<file path="src/rtl/cr16_controller.sv">
// -----------------------------------------------------------------------------
// cr16_controller
//
// Fetch/decode/execute control FSM sitting directly upstream of cr16_datapath.
// Fetches one 16-bit CR16 instruction, decodes it into datapath controls,
// pulses the register/flag write enables and maintains the PC. A new
// instruction completes every three cycles, plus any fetch wait cycles.
//
// Ports:
//   I_CLK, I_RESET     clock and synchronous active-high reset
//   I_ENABLE           global enable; low freezes all state and outputs
//   O_INSTR_REQ, O_PC  fetch request and fetch address
//   I_INSTR_VALID,     returned instruction and its qualifier
//   I_INSTR
//   I_FLAGS            datapath flags {N,Z,F,L,C} = [4:0]
//   O_REG_ENABLE       one-hot register write enable (EXECUTE only)
//   O_READ_PORT_A_SEL  operand A register (Rdest)
//   O_READ_PORT_B_SEL  operand B register (Rsrc, R-type only)
//   O_OPCODE           ALU operation (CR16 opext encoding)
//   O_IMMEDIATE        extended immediate
//   O_IMM_SEL          1 = operand B is O_IMMEDIATE
//   O_FLAG_WE          one-cycle flag capture pulse
//   O_HALTED           high in HALT
//   O_DBG_STATE        current FSM state (FETCH=0, DECODE=1, EXECUTE=2, HALT=3)
//
// Fetch handshake: while in FETCH the controller holds O_INSTR_REQ high with
// O_PC stable; the instruction is accepted on the first rising edge where
// I_INSTR_VALID is high (and I_ENABLE is high). I_INSTR_VALID is ignored in
// every other state. There is no limit on how long the request may wait.
// -----------------------------------------------------------------------------
module cr16_controller #(
    parameter int                  PC_WIDTH = 16,
    parameter logic [PC_WIDTH-1:0] RESET_PC = '0
) (
    input  logic                I_CLK,
    input  logic                I_RESET,
    input  logic                I_ENABLE,
    output logic                O_INSTR_REQ,
    output logic [PC_WIDTH-1:0] O_PC,
    input  logic                I_INSTR_VALID,
    input  logic [15:0]         I_INSTR,
    input  logic [4:0]          I_FLAGS,
    output logic [15:0]         O_REG_ENABLE,
    output logic [3:0]          O_READ_PORT_A_SEL,
    output logic [3:0]          O_READ_PORT_B_SEL,
    output logic [3:0]          O_OPCODE,
    output logic [15:0]         O_IMMEDIATE,
    output logic                O_IMM_SEL,
    output logic                O_FLAG_WE,
    output logic                O_HALTED,
    output logic [1:0]          O_DBG_STATE
);

    typedef enum logic [1:0] {
        S_FETCH   = 2'd0,
        S_DECODE  = 2'd1,
        S_EXECUTE = 2'd2,
        S_HALT    = 2'd3
    } state_t;

    state_t              state, state_nxt;
    logic [PC_WIDTH-1:0] pc, pc_nxt;
    logic [15:0]         instr;

    // ---------------------------------------------------------------- state
    always_ff @(posedge I_CLK) begin
        if (I_RESET) begin
            state <= S_FETCH;
            pc    <= RESET_PC;
            instr <= '0;
        end else if (I_ENABLE) begin
            state <= state_nxt;
            pc    <= pc_nxt;
            if (state == S_FETCH && I_INSTR_VALID) begin
                instr <= I_INSTR;
            end
        end
    end

    // --------------------------------------------------------------- decode
    function automatic logic is_alu_code(input logic [3:0] code);
        return (code == 4'b0101) || (code == 4'b1001) || (code == 4'b1011) ||
               (code == 4'b0001) || (code == 4'b0010) || (code == 4'b0011) ||
               (code == 4'b1101);
    endfunction

    logic [3:0]          f_op, f_rd, f_ext, f_rs;
    logic [7:0]          f_imm8;
    logic                is_r, is_i, is_lui, is_br, is_alu, is_cmp, legal;
    logic                taken;
    logic [3:0]          dec_opcode, dec_b;
    logic [15:0]         dec_imm;
    logic                dec_imm_sel;
    logic [PC_WIDTH-1:0] disp_ext;
    logic                unused_flag_l;

    assign f_op   = instr[15:12];
    assign f_rd   = instr[11:8];
    assign f_ext  = instr[7:4];
    assign f_rs   = instr[3:0];
    assign f_imm8 = instr[7:0];

    assign is_r   = (f_op == 4'b0000) && is_alu_code(f_ext);
    assign is_i   = is_alu_code(f_op);
    assign is_lui = (f_op == 4'b1111);
    assign is_br  = (f_op == 4'b1100);
    assign is_alu = is_r || is_i || is_lui;
    assign is_cmp = (is_r && f_ext == 4'b1011) || (is_i && f_op == 4'b1011);
    assign legal  = is_alu || is_br;

    assign disp_ext      = {{(PC_WIDTH-8){f_imm8[7]}}, f_imm8};
    // The L flag has no branch condition that reads it.
    assign unused_flag_l = I_FLAGS[1];

    // Branch condition on {N,Z,F,L,C}; unlisted conditions are never taken.
    always_comb begin
        taken = 1'b0;
        case (f_rd)
            4'b0000: taken =  I_FLAGS[3];
            4'b0001: taken = !I_FLAGS[3];
            4'b0010: taken =  I_FLAGS[0];
            4'b0011: taken = !I_FLAGS[0];
            4'b0100: taken =  I_FLAGS[2];
            4'b0101: taken = !I_FLAGS[2];
            4'b0110: taken =  I_FLAGS[4];
            4'b0111: taken = !I_FLAGS[4];
            4'b1101: taken =  I_FLAGS[4] | I_FLAGS[3];
            4'b1110: taken =  1'b1;
            default: taken =  1'b0;
        endcase
    end

    always_comb begin
        dec_opcode  = 4'b0000;
        dec_b       = 4'b0000;
        dec_imm     = 16'h0000;
        dec_imm_sel = 1'b0;
        if (is_r) begin
            dec_opcode = f_ext;
            dec_b      = f_rs;
        end else if (is_i) begin
            dec_opcode  = f_op;
            dec_imm_sel = 1'b1;
            // ADDI/SUBI/CMPI sign-extend; logic ops and MOVI zero-extend.
            if (f_op == 4'b0101 || f_op == 4'b1001 || f_op == 4'b1011) begin
                dec_imm = {{8{f_imm8[7]}}, f_imm8};
            end else begin
                dec_imm = {8'h00, f_imm8};
            end
        end else if (is_lui) begin
            dec_opcode  = 4'b1101;
            dec_imm     = {f_imm8, 8'h00};
            dec_imm_sel = 1'b1;
        end
    end

    // ------------------------------------------------ next state / outputs
    always_comb begin
        state_nxt         = state;
        pc_nxt            = pc;
        O_INSTR_REQ       = 1'b0;
        O_PC              = pc;
        O_REG_ENABLE      = 16'h0000;
        O_READ_PORT_A_SEL = 4'h0;
        O_READ_PORT_B_SEL = 4'h0;
        O_OPCODE          = 4'h0;
        O_IMMEDIATE       = 16'h0000;
        O_IMM_SEL         = 1'b0;
        O_FLAG_WE         = 1'b0;
        O_HALTED          = 1'b0;
        O_DBG_STATE       = state;

        case (state)
            S_FETCH: begin
                O_INSTR_REQ = 1'b1;
                if (I_INSTR_VALID) begin
                    state_nxt = S_DECODE;
                end
            end
            S_DECODE: begin
                O_READ_PORT_A_SEL = is_alu ? f_rd : 4'h0;
                O_READ_PORT_B_SEL = dec_b;
                O_OPCODE          = dec_opcode;
                O_IMMEDIATE       = dec_imm;
                O_IMM_SEL         = dec_imm_sel;
                state_nxt         = legal ? S_EXECUTE : S_HALT;
            end
            S_EXECUTE: begin
                O_READ_PORT_A_SEL = is_alu ? f_rd : 4'h0;
                O_READ_PORT_B_SEL = dec_b;
                O_OPCODE          = dec_opcode;
                O_IMMEDIATE       = dec_imm;
                O_IMM_SEL         = dec_imm_sel;
                if (is_alu) begin
                    O_FLAG_WE = 1'b1;
                    if (!is_cmp) begin
                        O_REG_ENABLE = 16'd1 << f_rd;
                    end
                end
                pc_nxt    = (is_br && taken) ? pc + disp_ext : pc + PC_WIDTH'(1);
                state_nxt = S_FETCH;
            end
            S_HALT: begin
                O_HALTED = 1'b1;
            end
            default: begin
                state_nxt = S_HALT;
            end
        endcase

        // The reset cycle itself shows the reset values, whatever the state.
        if (I_RESET) begin
            O_INSTR_REQ       = 1'b0;
            O_PC              = RESET_PC;
            O_REG_ENABLE      = 16'h0000;
            O_READ_PORT_A_SEL = 4'h0;
            O_READ_PORT_B_SEL = 4'h0;
            O_OPCODE          = 4'h0;
            O_IMMEDIATE       = 16'h0000;
            O_IMM_SEL         = 1'b0;
            O_FLAG_WE         = 1'b0;
            O_HALTED          = 1'b0;
        end
    end

endmodule

</file>
<file path="config.mk">
export PLATFORM = sky130hd
export DESIGN_NAME = cr16_controller
export DESIGN_NICKNAME = d
export VERILOG_FILES = /design/src/rtl/cr16_controller.sv
export SDC_FILE = /design/constraint.sdc
export NUM_CORES = 1
export LEC_CHECK = 0
export BUFFER_PORTS_ARGS = -buffer_cell sky130_fd_sc_hd__buf_2
export CORE_ASPECT_RATIO = 0.5
export CORE_UTILIZATION = 55
export CTS_CLUSTER_DIAMETER = 40
export CTS_CLUSTER_SIZE = 20
export DETAILED_ROUTE_END_ITERATION = 10
export GPL_ROUTABILITY_DRIVEN = 0
export PLACE_DENSITY_LB_ADDON = 0.12
export SKIP_LAST_GASP = 1
export SYNTH_ARGS = -nofsm -noshare
export SYNTH_HDL_FRONTEND = slang
export SYNTH_SLANG_ARGS = --single-unit
</file>
<file path="constraint.sdc">
create_clock -name I_CLK -period 5.8 [get_ports I_CLK]
set_clock_uncertainty 0.15 [all_clocks]
set_input_delay 0.58 -clock I_CLK [delete_from_list [all_inputs] [get_ports I_CLK]]
set_output_delay 0.58 -clock I_CLK [all_outputs]
set_load 0.02 [all_outputs]
</file>
==> out/qor.yml <==
max_freq_ghz: 0.2417
clock_path_buffers: 2
critPathSlowestCell: "dfxtp_1"
die-area_um2: 5295
ios: 91
drive_gt1_frac: 0.2151
min_from: "pc[3]$_SDFFE_PP0P_"
finalCritPeriodShare: 0.7133
vdd_drop_max_uv: 120.8
grt_pass1_vias: 2566
drt-pass1-iter-count: 4
ys_types: 43
grt_pass1_wl_mm: 11.34
die_w_um: 101.9
seqPwrFrac: 0.501
powerDensity_nw_per_um2: 155.5
rows: 17
vias_per_cell: 5.486
worst-setup-path-type: "flip-flop to flip-flop"
clk_pin_slew_ns: 0.08
clock-sinks: 34
rsz0062_at_grt: "no"
final_cells: 531
slowest_delay_ns: 0.51
critPathArrivalTime_ns: 4.13
internal_power_uw: 360.2
combPwrFrac: 0.150
final_antenna_net_count: 0
grt_overflow: 0
nFillCells: 430
root_buffer: "clkbuf_8"
remaining_drc_errors: 0
cts_buffers: 5
start_util: 0.5975
ys_warn_count: 0
synth_edf_count: 0
wire_per_inst_um: 13.28
fin_nets: 513
crit_top_cell: "o31ai_1"
required_ns: 5.79
path_max_fanout: 9
relSlewSlack: 0.3810
antenna_cells: 0
track_usage: 0.2745
hold_viol: 0
switching_share: 0.2917
ctsHoldBuffers: 0
drv_slew: 0
setup_tns_ns: 0
htree_levels: 2
synthFlopType: "dfxtp_1"
netlist_instances: 390
synthesis.area_um2: 2745
dp_hpwl_mm: 5.277
end_kind: "flip-flop"
min-delay-path-class: "flip-flop to flip-flop"
post_cts_buffers: 0
syn_area_per_cell_um2: 7.039
p_clk_frac: 0.350
ys_seq_area_frac: 0.2479
cts_resized: 0
antenna_found_initial: 0
ys_ff_latch: 34
p_leak_nw: 1.617
vias: 2913
ys_async_sr_fraction: 0
cap_violations: 0
routed_wl_mm: 7.053
clk_latency_ns: 0.29
synth_nets: 437
dp.cells: 525
fin_crit_ns: 4.137
cp_cell_sequence: "mux2i_1, xor2_1, a22o_1, a211oi_1, nand2_1, fa_1, and2b_1, o31ai_1, a21boi_0, a21oi_1, o31ai_1, xnor2_1, o31ai_1"
p_sw_uw: 148.3
crit_path_start_kind: "flip-flop"
register_area_um2: 680.7
worstMarginPinSlew_ns: 0.9286
r2r-start: "instr[10]$_SDFFE_PP0P_"
status: "completed"
cp-startpoint: "instr[10]$_SDFFE_PP0P_"
die_y_um: 51.96
syn2layout_area_growth_pct: 19.14
multiInputGateArea_um2: 1938
core_area_um2: 4594
drt-initial-drc-count: 119
grt_max_degree: 53
setup_viol: 0
tritoncts: "done"
io_buffer_count: 89
## worst paths after layout
kind | depth (start not counted) | slack [ns] | to
setup / recovery | 13 | 1.66 | pc[14]$_SDFFE_PP0P_
hold / removal | 2 | 0.33 | pc[3]$_SDFFE_PP0P_
setup reg to reg | 13 | 1.66 | pc[14]$_SDFFE_PP0P_
hold reg to reg | 2 | 0.33 | pc[3]$_SDFFE_PP0P_
## sequential cells by signal, summed over array words and instances, names as in the netlist
| signal | cells |
|---|---|
| O_DBG_STATE | 2 |
| pc | 16 |
| instr | 16 |
## power groups by stage
stage | combinational, mW | clock, mW | sequential (mW)
floorplan | 0.0600 | 0 | 0.252
global placement | 0.0723 | 0 | 0.259
detailed placement | 0.0752 | 0 | 0.259
CTS | 0.0757 | 0.179 | 0.254
global route | 0.0849 | 0.187 | 0.256
finish | 0.0761 | 0.178 | 0.255
## placed cells by master (no fill, tap or decap), types with 2 or more instances in the layout
cell type	count
nand2_1	69
mux2i_1	4
a21oi_1	38
o31ai_1	8
a211oi_1	6
inv_1	11
nor3_1	2
and2_1	10
xnor2_1	6
a21boi_0	2
nor2b_1	23
nand2b_1	10
clkbuf_8	6
a31oi_1	5
ha_1	21
a21o_1	4
and3_1	15
nor2_1	52
nand3b_1	3
xor2_1	4
buf_2	89
nand3_1	9
o21a_1	3
o21ai_0	14
dfxtp_1	34
## Yosys cell counts, types with 2 or more instances
library cell,n,share of area
o31ai_1,8,0.022
a21boi_0,2,0.0055
and3_1,15,0.034
nand3b_1,3,0.0082
o21ai_0,14,0.026
buf_2,2,0.0036
inv_1,11,0.015
a21oi_1,38,0.069
ha_1,21,0.096
o21a_1,3,0.0082
xnor2_1,6,0.019
xor2_1,4,0.013
nand3_1,9,0.016
dfxtp_1,34,0.25
a21o_1,4,0.011
clkbuf_1,17,0.023
nand2b_1,10,0.023
mux2i_1,4,0.015
nand2_1,69,0.094
nor2b_1,23,0.052
a31oi_1,5,0.011
and2_1,10,0.023
nor2_1,52,0.071
a211oi_1,6,0.016
nor3_1,2,0.0036
## worst max-delay path, delay by kind of cell, from the launching register on
| family | cells | cell delay [ns] |
|---|---|---|
| AO/OA/AOI/OAI | 7 | 1.89 |
| flip-flops | 1 | 0.51 |
| AND/OR/NAND/NOR | 2 | 0.47 |
| adder cells (fa/ha/maj) | 1 | 0.44 |
| multiplexers | 1 | 0.28 |
| XOR/XNOR | 2 | 0.25 |
## metal layers
layer / wire [um] / share of wire / global-route usage
met2: 3400 / 0.48 / 0.4910
met1: 3120 / 0.44 / 0.3415
met4: 81 / 0.011 / 0.08095
met5: 0 / 0 / 0
met3: 450 / 0.064 / 0.04839
## cells by family (layout without fill, tap and decap cells)
logic type,after synthesis,count (layout),share of synthesized area
multiplexers,5,5,0.01869
XOR/XNOR,10,10,0.03190
AO/OA/AOI/OAI,86,86,0.1942
adder cells (fa/ha/maj),22,22,0.1030
buffers and inverters,31,106,0.04603
AND/OR/NAND/NOR,202,202,0.3583
flip-flops,34,34,0.2479
## metrics by stage
step	setup WS (ns)	area, um^2	util	power (mW)	hold slack [ns]
4_1_cts	1.683	3271	0.7119	0.5085	0.3226
3_5_place_dp	1.609	3188	0.6939	0.3346	0.3138
2_1_floorplan	2.218	2745	-	0.3121	0.2946
6_report	1.663	3271	0.7119	0.5085	0.3253
3_3_place_gp	1.710	3188	0.6939	0.3309	0.3046
5_1_grt	1.277	3271	0.7119	0.5279	0.3596
## cell type report
class	count	share of cell area
clock buffer	6	0.02525
timing repair buffer	89	0.1362
multi-input combinational	325	0.5926
tap	66	0.02525
sequential	34	0.2081
inverter	11	0.01262
(Power assumes the default switching activity.)
